**config.mk**
```make
export PLATFORM = sky130hd
export DESIGN_NAME = om_frag_serializer
export DESIGN_NICKNAME = d
export VERILOG_FILES = /design/src/rtl/om_frag_serializer_pkg.sv /design/src/rtl/om_frag_serializer_penc.sv /design/src/rtl/om_frag_serializer.sv
export SDC_FILE = /design/constraint.sdc
export NUM_CORES = 1
export LEC_CHECK = 0
export BUFFER_PORTS_ARGS = -buffer_cell sky130_fd_sc_hd__clkbuf_2
export CAP_MARGIN = 0
export CORE_MARGIN = 2
export CORE_UTILIZATION = 40
export DETAILED_ROUTE_END_ITERATION = 10
export PLACE_DENSITY = 0.66
export SETUP_SLACK_MARGIN = 0.5
export SYNTH_ARGS = -nofsm -noshare
export SYNTH_HDL_FRONTEND = slang
export SYNTH_SLANG_ARGS = --single-unit
```
**constraint.sdc**
```tcl
create_clock -name clk -period 22.5 [get_ports clk]
set_input_delay 3.375 -clock clk [delete_from_list [all_inputs] [get_ports clk]]
set_output_delay 3.375 -clock clk [all_outputs]
set_load 0.005 [all_outputs]
```
**src/rtl/om_frag_serializer_pkg.sv**
```systemverilog
// Shared widths and types for the OM request-to-fragment serializer.
// Lane index width is derived from the lane count; never override it.
package om_frag_serializer_pkg;

  localparam int UUID_WIDTH    = 44;
  localparam int DIM_BITS      = 11;
  localparam int DEPTH_BITS    = 24;
  localparam int COLOR_BITS    = 32;
  localparam int MAX_LANE_BITS = 8;
  localparam int LANE_REQ_BITS = 2*DIM_BITS + COLOR_BITS + DEPTH_BITS + 1;

  typedef struct packed {
    logic [DIM_BITS-1:0]   pos_x;
    logic [DIM_BITS-1:0]   pos_y;
    logic [COLOR_BITS-1:0] color;
    logic [DEPTH_BITS-1:0] depth;
    logic                  face;
  } lane_req_t;

  typedef struct packed {
    logic [UUID_WIDTH-1:0]    uuid;
    logic [MAX_LANE_BITS-1:0] lane;
    logic [DIM_BITS-1:0]      pos_x;
    logic [DIM_BITS-1:0]      pos_y;
    logic [COLOR_BITS-1:0]    color;
    logic [DEPTH_BITS-1:0]    depth;
    logic                     face;
    logic                     last;
  } om_frag_t;

  // A single lane still needs a one-bit index.
  function automatic int lane_bits(input int n);
    return (n > 1) ? $clog2(n) : 1;
  endfunction

endpackage

```
**src/rtl/om_frag_serializer_penc.sv**
```systemverilog
// Lowest-set-bit priority encoder; returns 0 for an all-zero input.
module VX_priority_encoder #(
  parameter  int N  = 4,
  localparam int IW = (N > 1) ? $clog2(N) : 1
) (
  input  logic [N-1:0]  data_in,
  output logic [IW-1:0] index
);

  always_comb begin
    index = '0;
    for (int i = N-1; i >= 0; i--)
      if (data_in[i]) index = IW'(i);
  end

endmodule

```
**src/rtl/om_frag_serializer.sv**
```systemverilog
// Splits one multi-lane OM request into one fragment beat per active lane, lowest lane first.
// Optional VX_OM_SER_PERF_EN adds request/fragment/stall counters.
module om_frag_serializer
  import om_frag_serializer_pkg::*;
#(
  parameter  int NUM_LANES = 4,
  localparam int LANE_BITS = lane_bits(NUM_LANES)
) (
  input  logic                                  clk,
  input  logic                                  reset,
  input  logic                                  req_valid,
  output logic                                  req_ready,
  input  logic [UUID_WIDTH-1:0]                 req_uuid,
  input  logic [NUM_LANES-1:0]                  req_mask,
  input  logic [NUM_LANES-1:0][DIM_BITS-1:0]    req_pos_x,
  input  logic [NUM_LANES-1:0][DIM_BITS-1:0]    req_pos_y,
  input  logic [NUM_LANES-1:0][COLOR_BITS-1:0]  req_color,
  input  logic [NUM_LANES-1:0][DEPTH_BITS-1:0]  req_depth,
  input  logic [NUM_LANES-1:0]                  req_face,
  output logic                                  frag_valid,
  input  logic                                  frag_ready,
  output logic [UUID_WIDTH-1:0]                 frag_uuid,
  output logic [LANE_BITS-1:0]                  frag_lane,
  output logic [DIM_BITS-1:0]                   frag_pos_x,
  output logic [DIM_BITS-1:0]                   frag_pos_y,
  output logic [COLOR_BITS-1:0]                 frag_color,
  output logic [DEPTH_BITS-1:0]                 frag_depth,
  output logic                                  frag_face,
  output logic                                  frag_last
`ifdef VX_OM_SER_PERF_EN
  ,
  output logic [43:0]                           perf_reqs,
  output logic [43:0]                           perf_frags,
  output logic [43:0]                           perf_stalls
`endif
);

  typedef enum logic {IDLE, BUSY} state_t;

  state_t                     state;
  logic [NUM_LANES-1:0]       rem_mask;
  logic [NUM_LANES-1:0]       rem_rest;
  logic [UUID_WIDTH-1:0]      uuid_q;
  lane_req_t [NUM_LANES-1:0]  lane_q;
  logic [LANE_BITS-1:0]       lane;
  lane_req_t                  cur;
  om_frag_t                   frag;
  logic                       frag_fire;
  logic                       req_fire;

  VX_priority_encoder #(.N(NUM_LANES)) u_penc (
    .data_in (rem_mask),
    .index   (lane)
  );

  // Clearing the lowest set bit both retires the current lane and tells us if it was the last.
  assign rem_rest = rem_mask & (rem_mask - NUM_LANES'(1));
  assign cur      = lane_q[lane];

  always_comb begin
    frag       = '0;
    frag.uuid  = uuid_q;
    frag.lane  = MAX_LANE_BITS'(lane);
    frag.pos_x = cur.pos_x;
    frag.pos_y = cur.pos_y;
    frag.color = cur.color;
    frag.depth = cur.depth;
    frag.face  = cur.face;
    frag.last  = (rem_mask != '0) && (rem_rest == '0);
  end

  assign frag_valid = (state == BUSY);
  assign frag_fire  = frag_valid && frag_ready;
  assign req_ready  = (state == IDLE) || (frag_fire && frag.last);
  assign req_fire   = req_valid && req_ready;

  assign frag_uuid  = frag.uuid;
  assign frag_lane  = frag.lane[LANE_BITS-1:0];
  assign frag_pos_x = frag.pos_x;
  assign frag_pos_y = frag.pos_y;
  assign frag_color = frag.color;
  assign frag_depth = frag.depth;
  assign frag_face  = frag.face;
  assign frag_last  = frag.last;

  always_ff @(posedge clk) begin
    if (reset) begin
      state    <= IDLE;
      rem_mask <= '0;
    end else if (req_fire) begin
      // An empty mask is consumed here and never leaves IDLE.
      rem_mask <= req_mask;
      state    <= (req_mask != '0) ? BUSY : IDLE;
    end else if (frag_fire) begin
      rem_mask <= rem_rest;
      if (frag.last) state <= IDLE;
    end
  end

  always_ff @(posedge clk) begin
    if (req_fire) begin
      uuid_q <= req_uuid;
      for (int i = 0; i < NUM_LANES; i++) begin
        lane_q[i].pos_x <= req_pos_x[i];
        lane_q[i].pos_y <= req_pos_y[i];
        lane_q[i].color <= req_color[i];
        lane_q[i].depth <= req_depth[i];
        lane_q[i].face  <= req_face[i];
      end
    end
  end

`ifdef VX_OM_SER_PERF_EN
  always_ff @(posedge clk) begin
    if (reset) begin
      perf_reqs   <= '0;
      perf_frags  <= '0;
      perf_stalls <= '0;
    end else begin
      perf_reqs   <= perf_reqs   + 44'(req_fire);
      perf_frags  <= perf_frags  + 44'(frag_fire);
      perf_stalls <= perf_stalls + 44'(frag_valid && !frag_ready);
    end
  end
`endif

endmodule
```
# Word-level counts from Yosys, hierarchy flattened
# Cells that the tools add are included.
[op_classes]
add_sub_neg = 1
magnitude_cmp = 1
muxes = 12
bitwise = 2
reduce_logical = 11
[op_table]
columns = ["op", "count"]
rows = [
  ["79-bit binary-select mux with 2-bit select", 1],
  ["79-bit two-way mux", 1],
  ["2-bit two-way mux", 4],
  ["4-bit two-way mux", 2],
  ["4-bit nonzero test", 2],
  ["4-bit AND", 1],
  ["1-bit logical AND", 4],
  ["4-bit zero test", 1],
  ["1-bit two-way mux", 4],
  ["2-bit nonzero test", 2],
  ["4-bit by 1-bit subtractor with 4-bit output, second input constant", 1],
  ["2-bit by 3-bit less-than comparator with 1-bit output, second input constant", 1],
  ["2-bit AND reduction", 1],
  ["1-bit logical OR", 1],
  ["1-bit inverter", 1],
]
[totals]
ff_bits = 365
inputBits = 368
out_inout_bits = 128
wordCells = 50

# Logic depth before layout (Yosys ltp)
[logic_depth]
depth_word = 9
mapped_depth = 8

# By module
# Synthesis repeated with hierarchy kept, for this count alone.
[hier_totals]
cells_unflattened = 524
area_unflattened_um2 = 13162.6
[modules_own_cells]
columns = ["mod", "n_inst", "cells_each", "area_each_um2", "seq_area_each_um2"]
rows = [
  ["om_frag_serializer", 1, 519, 13135.1, 10910.5],
  ["VX_priority_encoder", 1, 5, 27.5, 0.0],
]

# Least setup slack after synthesis
# OpenSTA, ideal clock, no wires.
[synth_timing]
path_type = "in2reg"
startpoint = "input frag_ready"
endpoint = "register uuid_q[0], in the netlist frag_uuid[0] (enable)"
t_arrival_ps = 11838
required_time_ps = 21731
path_slack_ps = 9894
cell_stages = 3
path_cell_list = "inv_1 > o21ai_1 > and2_1"
[synth_between]
elab_chain_cells = 4
[synth_lines]
columns = ["item", "line", "source"]
rows = [
  ["start, declared", "om_frag_serializer.sv:21", "input logic frag_ready,"],
  ["1-bit logical AND", "om_frag_serializer.sv:73", "assign frag_fire = frag_valid && frag_ready;"],
  ["1-bit logical AND", "om_frag_serializer.sv:74", "assign req_ready = (state == IDLE) || (frag_fire && frag.last);"],
  ["1-bit logical OR", "om_frag_serializer.sv:74", ""],
  ["named net req_ready", "om_frag_serializer.sv:12", "output logic req_ready,"],
  ["1-bit logical AND", "om_frag_serializer.sv:75", "assign req_fire = req_valid && req_ready;"],
  ["named net req_fire", "om_frag_serializer.sv:49", "logic req_fire;"],
  ["end signal, assigned", "om_frag_serializer.sv:102", "uuid_q <= req_uuid;"],
  ["end, declared", "om_frag_serializer.sv:43", "logic [UUID_WIDTH-1:0] uuid_q;"],
]
# The timed path passes the listed nets, and every way through them passes these cells.
# A chain may end at the register's enable or synchronous reset.

# Worst setup path in the final report
[layout_timing]
startpoint = "input frag_ready"
endpoint = "output req_ready"
[layout_between]
elab_chain_cells = 3
[layout_lines]
columns = ["item", "line"]
rows = [
  ["1-bit logical AND", "om_frag_serializer.sv:73"],
  ["1-bit logical AND", "om_frag_serializer.sv:74"],
  ["1-bit logical OR", "om_frag_serializer.sv:74"],
  ["end, declared", "om_frag_serializer.sv:12"],
]
# Every way passes these cells.

==> run metrics <==
outcome=completed; post-cts resize count=0; Max Clock Freq=135 MHz; Starting Density=0.405; area occupied by registers=10,900 µm²; leakage power=7.18 nW; min Tclk post-route=7380 ps; pin count of the biggest net entering global routing=201; critical-path cell list=clkbuf_2, inv_1, o21ai_1, clkbuf_2; Ant. Diodes=0; Pint=0.00126 W; number of CTS-inserted buffers=39; PD cells=92.4 nW/µm²; initial antenna violation count=1; CTS Buffer Depth=3; CTS Hold Buffers Added=0; dpl hpwl=22.9 mm; simple-gate share of the synthesized area=0.00798; Synth Instances=680; worst path bufs/invs=3; Synth Area in Compound Gates=0.00968; fraction of synthesized area in multiplexers=0.171; die area=36,400 µm²; # Max-Cap Violations=0; Final Max Slew Viols=0; RSZ-0062 raised after global routing=no; port buffer count=495; Max Fanout on Critical Path=7; worst hold slack=635 ps; Syn Area/Cell=20.5 µm²; Final Cycle Share=0.328; clk slew on worst S/H paths=60 ps; setup bufs post-CTS=0; core area=34,500 µm²; Multi-input gate area=2660 µm²; clock sink count=365; Seq cells post-synth=365; dpl cells=1,605; Root Buffer=clkbuf_16; GRT overflow=0; Final Hold Fails=0; Slew headroom=0.209; final instance area=17,900 µm²; Final WS setup=15,120 ps; Seq pwr share=0.499; DP Area=16,700 µm²; Netlist Area Pre-Place=14,000 µm²; EDFF count, synth=360; CP arrival=4010 ps; most frequent CP cell=clkbuf_2; Vias/cell=4.71; vias in the first global route=8,037; CP Class=input pin to output port; Die X-Extent=191 µm; Seq/Total Area, Yosys=0.782; Worst setup EP type=output port; Placer Congestion=0.829; delay-heaviest family, CP=buffers and inverters; routed len/inst=18.9 µm; via count=7,896; drt first pass iters=4; Clock Power Share=0.359; H-tree Lvls=2; combinational power share=0.142; xor and xnor fraction of the mapped netlist area=0.000628; Post-layout nets=1,559; Ys Warns=0; drt drc=0; pre-CTS setup slack=15,120 ps; # fillers=2,846; slowest stage cell, crit path=o21ai_1; fin cells=1,677; top-level port count=496; HP Class=flop to flop; Top FF cell, synth=edfxtp_1; Setup crit start kind=input pin; FP Rows=68; net count after synthesis=1,048; 1st-iter DRT viols=413; GRT Total Usage=0.169; largest family of logic cells by synthesized area=multiplexers; Req. time, crit path=19,120 ps; Max VDD drop=0.0663 mV; Synth Area in Adders=0; Synth cell types=35; drt total wl=31.7 mm; share of cells above drive strength 1=0.457; area added between synthesis and finish=28.2%; Fin Setup TNS=0 ps; die height=191 µm; final count of negative-setup-slack endpoints=0; Final Skew=17.4 ps; switch share=0.239; P_sw=0.000394 W; CTS tree=built; Antenna Nets Post-Route=0; FFs w/ async S/R, synth=0; Worst-Margin Slew=1190 ps; CP peak stage delay=230 ps; Skew-Pair Late Insertion Delay=550 ps; first-pass GRT wire length=45.6 mm
-- worst paths after layout --
kind	startpoint	to	slack (ps)	cells past startpoint
max	frag_ready	req_ready	15120	4
min	rem_mask[3]	rem_mask[3]	640	2
max reg2reg	rem_mask[0]	lane_q[221]	18970	5
min reg2reg	rem_mask[3]	rem_mask[3]	640	2
-- metal layers --
layer | vias up | global-route usage | routed length [µm]
li1 | 3731 | - | -
met1 | 3733 | 0.180 | 10900
met2 | 365 | 0.291 | 16000
met3 | 67 | 0.0679 | 3550
met4 | 0 | 0.0844 | 1260
met5 | - | 0 | 0
-- flip-flops by register name (all words and copies together) (netlist names) --
name        cells
rem_mask        4
frag_uuid      44
lane_q        316
frag_valid      1
-- cell families (layout without fill, tap and decap cells) --
| kind of cell | count (synthesis) | after routing |
|---|---|---|
| mux | 239 | 239 |
| simple gates | 21 | 21 |
| xor+xnor | 1 | 1 |
| compound gates | 18 | 18 |
| flops | 365 | 365 |
| buf+inv | 36 | 578 |
-- tightest hold or removal path: stages (launching register included) --
cell and delay [ps]:
dfxtp_1 360, o221ai_1 170, nor3_1 60
-- through the flow --
| step | power (W) | util |
|---|---|---|
| 4_1_cts | 0.00168 | 0.519 |
| 6_report | 0.00165 | 0.519 |
| 5_1_grt | 0.00172 | 0.519 |
| 3_3_place_gp | 0.00107 | 0.485 |
| 3_5_place_dp | 0.00108 | 0.485 |
| 2_1_floorplan | 0.00100 | - |
-- Yosys cell counts (2+ instances only) --
library cell | n | share of area
mux2i_1 | 239 | 0.17
nand2b_1 | 2 | 0.00090
nor3_1 | 3 | 0.0011
bufbuf_8 | 2 | 0.0027
buf_6 | 2 | 0.0016
edfxtp_1 | 360 | 0.77
dfxtp_1 | 5 | 0.0072
a21oi_1 | 3 | 0.0011
nand2_1 | 6 | 0.0016
buf_12 | 12 | 0.017
nor2_1 | 2 | 0.00054
clkbuf_4 | 2 | 0.0011
nor4_1 | 2 | 0.00090
buf_2 | 12 | 0.0043
nor4b_1 | 2 | 0.0013
o21ai_0 | 4 | 0.0014
inv_1 | 4 | 0.0011
-- layout by cell type, fill, tap and decap left out, types with 4 or more instances in the layout --
cell | netlist | layout
clkbuf_1 | 1 | 9
clkinv_2 | 0 | 6
nand2_1 | 6 | 6
mux2i_1 | 239 | 239
inv_1 | 4 | 4
dfxtp_1 | 5 | 5
o21ai_0 | 4 | 4
clkinv_1 | 0 | 11
clkbuf_2 | 0 | 495
buf_4 | 0 | 4
clkbuf_16 | 0 | 40
edfxtp_1 | 360 | 360
-- layout make-up --
cell class,instances,area share
inverter,5,0.00105
clock buffer,49,0.0578
clock inverter,23,0.00839
sequential,365,0.610
timing repair buffer,501,0.142
tap,455,0.0318
multi-input combinational,279,0.149
-- power by group through the flow --
stage                     Clock (W)  Combinational (W)  Sequential [W]
after floorplan                   0           0.000152        0.000853
after global placement            0           0.000237        0.000837
after detailed placement          0           0.000240        0.000839
after CTS                  0.000609           0.000241        0.000825
after global routing       0.000634           0.000258        0.000829
final                      0.000593           0.000235        0.000824
(Power assumes the default switching activity.)
